`src/rtl/branch_pc_control_pkg.sv`:
```
// rtl/branch_pc_control_pkg.sv - branch flag, ID-state and PC increment constants
package branch_pc_control_pkg;

    // Branch flag encodings driven by the decoder
    localparam logic [2:0] FLAG_NONE = 3'b000;
    localparam logic [2:0] FLAG_JR   = 3'b001;
    localparam logic [2:0] FLAG_JALR = 3'b010;
    localparam logic [2:0] FLAG_BEQ  = 3'b011;
    localparam logic [2:0] FLAG_BNE  = 3'b100;
    localparam logic [2:0] FLAG_J    = 3'b101;

    // ID-stage state encodings
    localparam logic [1:0] ST_RUN    = 2'd0;
    localparam logic [1:0] ST_BUBBLE = 2'd1;
    localparam logic [1:0] ST_HALT   = 2'd2;

    localparam int PC_INCREMENT = 4;

endpackage

```
`src/rtl/branch_pc_control_target.sv`:
```
// rtl/branch_pc_control_target.sv - combinational branch/jump resolution in ID
module branch_target_calc
    import branch_pc_control_pkg::*;
#(
    parameter int CANT_BITS_PC                       = 32,
    parameter int CANT_BITS_REGISTROS                = 32,
    parameter int CANT_BITS_IMMEDIATE                = 16,
    parameter int CANT_BITS_INSTRUCTION_INDEX_BRANCH = 26,
    parameter int CANT_BITS_FLAG_BRANCH              = 3
) (
    input  logic [CANT_BITS_FLAG_BRANCH-1:0]              i_flag_branch,
    input  logic [CANT_BITS_REGISTROS-1:0]                i_dato_reg_A,
    input  logic [CANT_BITS_REGISTROS-1:0]                i_dato_reg_B,
    input  logic [CANT_BITS_IMMEDIATE-1:0]                i_immediate,
    input  logic [CANT_BITS_INSTRUCTION_INDEX_BRANCH-1:0] i_instruction_index_branch,
    input  logic [CANT_BITS_PC-1:0]                       i_pc4,
    output logic                                          o_taken,
    output logic [CANT_BITS_PC-1:0]                       o_target
);

    localparam int UPPER_BITS = CANT_BITS_PC - CANT_BITS_INSTRUCTION_INDEX_BRANCH - 2;

    logic [CANT_BITS_PC-1:0] imm_ext;
    logic [CANT_BITS_PC-1:0] rel_target;
    logic [CANT_BITS_PC-1:0] abs_target;

    assign imm_ext    = {{(CANT_BITS_PC-CANT_BITS_IMMEDIATE){i_immediate[CANT_BITS_IMMEDIATE-1]}},
                         i_immediate};
    // Offsets are in words; the add wraps modulo 2^PC width
    assign rel_target = i_pc4 + (imm_ext << 2);
    assign abs_target = {i_pc4[CANT_BITS_PC-1 -: UPPER_BITS], i_instruction_index_branch, 2'b00};

    always_comb begin
        o_taken  = 1'b0;
        o_target = i_pc4;
        case (i_flag_branch)
            FLAG_JR, FLAG_JALR: begin
                o_taken  = 1'b1;
                o_target = i_dato_reg_A[CANT_BITS_PC-1:0];
            end
            FLAG_BEQ: begin
                o_taken  = (i_dato_reg_A == i_dato_reg_B);
                o_target = rel_target;
            end
            FLAG_BNE: begin
                o_taken  = (i_dato_reg_A != i_dato_reg_B);
                o_target = rel_target;
            end
            FLAG_J: begin
                o_taken  = 1'b1;
                o_target = abs_target;
            end
            default: begin
                o_taken  = 1'b0;
                o_target = i_pc4;
            end
        endcase
    end

endmodule

```
`src/rtl/branch_pc_control.sv`:
```
// rtl/branch_pc_control.sv - ID-stage branch resolution, PC ownership and ID validity
module branch_pc_control
    import branch_pc_control_pkg::*;
#(
    parameter int CANT_BITS_PC                       = 32,
    parameter int CANT_BITS_REGISTROS                = 32,
    parameter int CANT_BITS_IMMEDIATE                = 16,
    parameter int CANT_BITS_INSTRUCTION_INDEX_BRANCH = 26,
    parameter int CANT_BITS_FLAG_BRANCH              = 3,
    parameter logic [CANT_BITS_PC-1:0] PC_INICIAL    = '0
) (
    input  logic                                          i_clock,
    input  logic                                          i_reset,
    input  logic                                          i_enable,
    input  logic                                          i_stall,
    input  logic                                          i_halt,
    input  logic [CANT_BITS_FLAG_BRANCH-1:0]              i_flag_branch,
    input  logic [CANT_BITS_IMMEDIATE-1:0]                i_immediate,
    input  logic [CANT_BITS_INSTRUCTION_INDEX_BRANCH-1:0] i_instruction_index_branch,
    input  logic [CANT_BITS_REGISTROS-1:0]                i_dato_reg_A,
    input  logic [CANT_BITS_REGISTROS-1:0]                i_dato_reg_B,
    output logic [CANT_BITS_PC-1:0]                       o_pc,
    output logic [CANT_BITS_PC-1:0]                       o_pc_id_plus4,
    output logic                                          o_valid_id,
    output logic                                          o_branch_taken,
    output logic                                          o_halted
);

    logic [CANT_BITS_PC-1:0] pc_q, pc_d;
    logic [CANT_BITS_PC-1:0] pc4_q, pc4_d;
    logic [1:0]              state_q, state_d;
    logic [CANT_BITS_PC-1:0] pc_plus4;
    logic [CANT_BITS_PC-1:0] target;
    logic                    taken;
    logic                    advance;

    branch_target_calc #(
        .CANT_BITS_PC                       (CANT_BITS_PC),
        .CANT_BITS_REGISTROS                (CANT_BITS_REGISTROS),
        .CANT_BITS_IMMEDIATE                (CANT_BITS_IMMEDIATE),
        .CANT_BITS_INSTRUCTION_INDEX_BRANCH (CANT_BITS_INSTRUCTION_INDEX_BRANCH),
        .CANT_BITS_FLAG_BRANCH              (CANT_BITS_FLAG_BRANCH)
    ) u_target (
        .i_flag_branch              (i_flag_branch),
        .i_dato_reg_A               (i_dato_reg_A),
        .i_dato_reg_B               (i_dato_reg_B),
        .i_immediate                (i_immediate),
        .i_instruction_index_branch (i_instruction_index_branch),
        .i_pc4                      (pc4_q),
        .o_taken                    (taken),
        .o_target                   (target)
    );

    assign pc_plus4       = pc_q + CANT_BITS_PC'(PC_INCREMENT);
    assign advance        = i_enable & ~i_stall;
    assign o_branch_taken = taken & (state_q == ST_RUN) & advance & ~i_halt;

    always_comb begin
        pc_d    = pc_q;
        pc4_d   = pc4_q;
        state_d = state_q;
        if (advance) begin
            case (state_q)
                ST_RUN: begin
                    // Halt wins over any branch decoded alongside it
                    if (i_halt) begin
                        state_d = ST_HALT;
                    end else if (taken) begin
                        pc_d    = target;
                        pc4_d   = pc_plus4;
                        state_d = ST_BUBBLE;
                    end else begin
                        pc_d  = pc_plus4;
                        pc4_d = pc_plus4;
                    end
                end
                ST_BUBBLE: begin
                    pc_d    = pc_plus4;
                    pc4_d   = pc_plus4;
                    state_d = ST_RUN;
                end
                ST_HALT: state_d = ST_HALT;
                default: state_d = ST_BUBBLE;
            endcase
        end
    end

    always_ff @(posedge i_clock or negedge i_reset) begin
        if (!i_reset) begin
            pc_q    <= PC_INICIAL;
            pc4_q   <= PC_INICIAL;
            state_q <= ST_BUBBLE;
        end else begin
            pc_q    <= pc_d;
            pc4_q   <= pc4_d;
            state_q <= state_d;
        end
    end

    assign o_pc          = pc_q;
    assign o_pc_id_plus4 = pc4_q;
    assign o_valid_id    = (state_q == ST_RUN);
    assign o_halted      = (state_q == ST_HALT);

endmodule

```
`config.mk`:
```
export PLATFORM = sky130hd
export DESIGN_NAME = branch_pc_control
export DESIGN_NICKNAME = d
export VERILOG_FILES = /design/src/rtl/branch_pc_control_pkg.sv /design/src/rtl/branch_pc_control_target.sv /design/src/rtl/branch_pc_control.sv
export SDC_FILE = /design/constraint.sdc
export NUM_CORES = 1
export LEC_CHECK = 0
export ABC_AREA = 1
export ABC_CLOCK_PERIOD_IN_PS = 2270
export CELL_PAD_IN_SITES_DETAIL_PLACEMENT = 0
export CELL_PAD_IN_SITES_GLOBAL_PLACEMENT = 1
export CORE_MARGIN = 10
export CORE_UTILIZATION = 34
export CTS_CLUSTER_SIZE = 24
export DETAILED_ROUTE_END_ITERATION = 10
export PLACE_DENSITY = 0.9
export SLEW_MARGIN = 20
export SYNTH_ARGS = -nofsm -noshare
export SYNTH_HDL_FRONTEND = slang
export SYNTH_SLANG_ARGS = --single-unit
```
`constraint.sdc`:
```
create_clock -name i_clock -period 2.27 [get_ports i_clock]
set_input_delay 0.454 -clock i_clock [delete_from_list [all_inputs] [get_ports i_clock]]
set_output_delay 0.454 -clock i_clock [all_outputs]
set_load 0.05 [all_outputs]
```
; Yosys cells after proc, flatten, opt, wreduce, memory -nomap -nowiden
; Cells that the tools add are included.
; W data, S select, Z words.
[word_totals]
ff_bits = 66
input_bits = 114
elab_cells = 39
[classes]
add_sub_neg = 2
n_eq_ne = 11
muxes = 10
bitwise = 6
n_reduce_logical = 7
[op_table]
columns = op, count
row1 = $pmux W32 S2, 2
row2 = $mux W32, 3
row3 = $pmux W32 S3, 1
row4 = $add A32 B3 Y32 const B, 1
row5 = $add A32 B32 Y32, 1
row6 = $eq A32 B32 Y1, 1
row7 = $ne A32 B32 Y1, 1
row8 = $eq A3 B2 Y1 const B, 2
row9 = $eq A3 B3 Y1 const B, 2
row10 = $pmux W2 S3, 1
row11 = $and A1 B1 Y1, 4
row12 = $mux W2, 2
row13 = $reduce_or A2 Y1, 2
row14 = $eq A3 B1 Y1 const B, 1
row15 = $ne A3 B2 Y1 const B, 1
row16 = $pmux W1 S3, 1
row17 = $reduce_and A3 Y1, 1
row18 = $reduce_or A3 Y1, 1
row19 = $eq A2 B1 Y1 const B, 1
row20 = $eq A2 B2 Y1 const B, 1
row21 = $logic_not A2 Y1, 1
row22 = $ne A2 B2 Y1 const B, 1
row23 = $not A1 Y1, 2
row24 = $reduce_and A2 Y1, 1
row25 = $reduce_bool A2 Y1, 1

; Depth between registers and ports, before layout
[logic_depth]
ltp_word = 6
mapped_depth = 16

; Modules after synthesis
; From an unflattened synthesis, not the netlist that was laid out.
[hier_totals]
cells_unflattened = 1209
area_unflattened_um2 = 7166.9
[modules_own_cells]
columns = mod, n_inst, cells_each, area_each_um2, seq_area_each_um2
row1 = branch_pc_control, 1, 535, 3729.8, 1652.8
row2 = branch_target_calc, 1, 674, 3437.0, 0.0

; Least setup slack after synthesis
; Ideal clock, no wire load.
[synth_timing]
kind = flip-flop to flip-flop
startpoint = register pc4_q[2] (netlist: o_pc_id_plus4[2])
endpoint = register pc_q[30] (netlist: o_pc[30])
setup_time_ns = 0.124
t_arrival_ns = 2.266
required_time_ns = 2.146
path_slack_ns = -0.120
stages_incl_launch_ff = 16
path_buffers = 0
period_less_slack_ns = 2.390
path_cell_list = dfrtp_1 > ha_1 > inv_1 > fa_1 > inv_1 > nand2_1 > a21oi_1 > nand2_1 > nand3_1 > nand2_1 > nand2_1 > nand2_1 > nand3_1 > nand2_1 > nor2_1 > o21bai_2
[synth_via]
elab_chain_len = 5
[synth_rtl]
columns = element, line
row1 = from (decl), branch_pc_control.sv:30  ; logic [CANT_BITS_PC-1:0] pc4_q, pc4_d;
row2 = from (signal assigned), branch_pc_control.sv:95  ; pc4_q <= pc4_d;
row3 = $add A32 B32 Y32, branch_pc_control_target.sv:30  ; assign rel_target = i_pc4 + (imm_ext << 2);
row4 = $pmux W32 S3, branch_pc_control_target.sv:36  ; case (i_flag_branch)
row5 = $mux W32, branch_pc_control.sv:68  ; end else if (taken) begin
row6 = $mux W32, branch_pc_control.sv:66  ; if (i_halt) begin
row7 = $pmux W32 S2, branch_pc_control.sv:63  ; case (state_q)
row8 = to (signal assigned), branch_pc_control.sv:94  ; pc_q <= pc_d;
row9 = to (decl), branch_pc_control.sv:29  ; logic [CANT_BITS_PC-1:0] pc_q, pc_d;
; Every way passes these cells. The select of a mux whose other input is x is not followed.
; A chain may end at the register's enable or synchronous reset.

; Worst setup path in the final report
[layout_timing]
startpoint = register pc4_q[30] (netlist: o_pc_id_plus4[30])
endpoint = output port o_pc_id_plus4[30]
[layout_rtl]
columns = element, line
row1 = to (decl), branch_pc_control.sv:23  ; output logic [CANT_BITS_PC-1:0] o_pc_id_plus4,
; No word-level cell between the ends.

==> impl_metrics.json <==
{
  "ys_types": 42,
  "nNetsFinal": 1888,
  "antenna_cells": 0,
  "ant_nets": 0,
  "rrSetupSlack_ns": 0.08,
  "final_util": 0.566,
  "wl_mm": 35.7,
  "worst_pin_slew_ns": 0.564,
  "muxShareOfSynthArea": 0,
  "grt_pass1_wl_mm": 53.1,
  "fin_skew_ns": 0.0117,
  "synth_ff_type": "dfrtp_1",
  "endpoint_kind": "output port",
  "setup_viol": 0,
  "die_h_um": 169,
  "cts_buffers": 9,
  "num_vias": 9917,
  "syn_to_final_growth_pct": 64.1,
  "cp.depth": 1,
  "ir_drop_mv": 0.827,
  "path_cells": "clkdlybuf4s50_1",
  "first_iter_violations": 772,
  "p_leak_nw": 6.62,
  "syn_nets": 1494,
  "cp_slowest_cell": "clkdlybuf4s50_1",
  "synth_fa_ha_area_frac": 0.0525,
  "required_ns": 1.82,
  "synthDominantAreaCellType": "nand2_1",
  "gr-total-overflow": 0,
  "synth-xor-area-share": 0.0384,
  "die_area_um2": 28500,
  "start_util": 0.345,
  "min_path_type": "input pin to async pin",
  "p_per_area_nw_per_um2": 1230,
  "synth_area_leaders": "nand2_1 26%, dfrtp_1 22%, inv_1 13%",
  "fmax_mhz": 447,
  "hold_viol_final": 0,
  "final_layout_size_suffix_gt1_frac": 0.302,
  "synth_top_area_frac": 0.265,
  "p_total_mw": 15.2,
  "status": "complete, no violations",
  "finalWeightedCongestion": 0.958,
  "dpl-instance-area_um2": 10900,
  "arrival_ns": 1.78,
  "ios": 181,
  "path_class": "register to output port",
  "clk_latency_ns": 0.34,
  "drt-pass1-iter-count": 7,
  "synth_compound_area_frac": 0.0896,
  "r2r_cells": 12,
  "chipWidth_um": 169,
  "synthCells": 1349,
  "startpoint_type": "register",
  "synth_top_family_by_area": "simple AND/OR/NAND/NOR gates",
  "whs_ns": 0.152,
  "r2r_start": "o_pc_id_plus4[2]",
  "netlist_top_cells_count": "531 x nand2_1, 252 x inv_1, 106 x nor2_1, 99 x nand3_1, 70 x o21ai_0",
  "ys_ff_latch": 66,
  "cp_top_family": "buffers and inverters",
  "first_global_vias": 9462,
  "final_cell_area_um2": 12400,
  "maxSlewHeadroom": 0.623,
  "slowest_delay_ns": 0.89,
  "clkSinkCount": 66,
  "dp.cells": 1941,
  "min_period_over_period": 0.985,
  "layout.cells.non_filler": 2027,
  "viasPerCell": 4.89,
  "drc": 0,
  "cts_root_buffer": "clkbuf_16",
  "core_um2": 21800,
  "path_clk_slew_ns": 0.06,
  "synth.cell_area_um2": 7530,
  "synth_most_common_cell": "nand2_1",
  "regToRegEndpoint": "o_pc[5]",
  "final.setup.tns_ns": 0,
  "yosys_warnings": 0,
  "synthSimpleGateAreaFrac": 0.451,
  "holdBufCountCts": 0,
  "setup_ws_ns": 0.0336,
  "cts_buffer_depth": 2,
  "portBuffers": 180,
  "cts_tree": "built",
  "fp-row-count": 54,
  "antenna_found_initial": 0,
  "grt_max_degree": 74,
  "slew_viol_final": 0,
  "crit_path_max_fanout": 3,
  "dp_slack_ns": -0.582,
  "async_reset_ff_frac": 1.00,
  "htree_levels": 3,
  "seq_area_frac_synth": 0.220,
  "globalRouteTotalUtil": 0.237,
  "hpwl_mm": 28.5,
  "path_buf_inv": 1,
  "synth_area_per_cell_um2": 5.58,
  "synth-edff-count": 0,
  "wl_per_cell_um": 17.6,
  "cap_violations": 0,
  "period_minus_slack_ns": 2.24
}
## registers in the layout, summed over array words and instances, names as in the netlist
signal and count:
state_q 2, o_pc_id_plus4 32, o_pc 32
## final cells by class
type,count,area [µm²]
Inverter,258,971
Timing Repair Buffer,413,3440
Tap cell,280,350
Clock buffer,11,253
Fill cell,2102,9470
Clock inverter,4,75.1
Sequential cell,66,1660
Multi-Input combinational cell,995,5610
## worst reg2reg max path, stage by stage, from the launching register on
cell,delay [ns]
dfrtp_2,0.45
ha_4,0.18
buf_4,0.12
buf_4,0.14
nand2_2,0.08
a21oi_2,0.11
or2_2,0.29
nand3_1,0.15
nand3_2,0.10
a21oi_2,0.14
nand3_1,0.09
nand3_1,0.12
o21ai_0,0.10
## routing by layer
metal / wire, µm / vias to the layer above / track usage
met1: 15200 / 4564 / 0.309
li1: - / 4938 / -
met3: 2740 / 46 / 0.0433
met5: 0 / - / 0
met2: 16700 / 369 / 0.388
met4: 1020 / 0 / 0.0731
## timing repair
action,4_1_cts,5_1_grt
gates cloned,1,0
endpoints found under the hold margin,0,0
setup endpoints to repair,27,36
resized for setup,176,241
setup buffers,62,8
pin swaps,74,97
## worst max path at each step
stage / start / end / slack (ns)
2_1_floorplan: o_pc_id_plus4[3] / o_pc[30] / 0.002
5_1_grt: o_pc_id_plus4[2] / o_pc[18] / -0.02
6_report: o_pc_id_plus4[30] / o_pc_id_plus4[30] / 0.03
3_3_place_gp: i_immediate[15] / o_pc[31] / -0.54
3_5_place_dp: i_immediate[0] / o_pc[6] / -0.58
4_1_cts: i_dato_reg_B[26] / o_branch_taken / -0.04
## kinds of logic after synthesis
| family | after synthesis |
|---|---|
| xor+xnor | 33 |
| fa+ha+maj | 31 |
| compound gates | 121 |
| buf+inv | 288 |
| simple gates | 810 |
| flops | 66 |
## power by group
group	internal [mW]	total, mW	switching [mW]
logic	4.26	11.0	6.70
clock network	1.02	1.57	0.551
registers	1.75	2.62	0.876
## placed cells by master (no fill, tap or decap), types with 4 or more instances in the layout
cell type,n
or2_2,4
buf_4,223
o21ai_1,4
nand3_4,4
clkdlybuf4s50_1,90
a21oi_1,16
nor2_4,9
clkbuf_16,9
xnor2_2,9
inv_1,226
nand2_1,478
o21bai_1,11
clkbuf_2,54
a21oi_2,11
dlygate4sd2_1,5
o21ai_0,65
dlymetal6s2s_1,15
inv_2,30
nand3_1,75
nor2_1,79
dfrtp_1,62
ha_4,24
nand2_2,56
ha_1,4
a22o_1,4
nor4_1,6
nand4_1,26
clkdlybuf4s15_1,9
nor3_1,9
xor2_1,21
nor2_2,23
buf_12,10
nand3_2,21
buf_6,6
No activity file was read; power rests on OpenSTA's default activity.
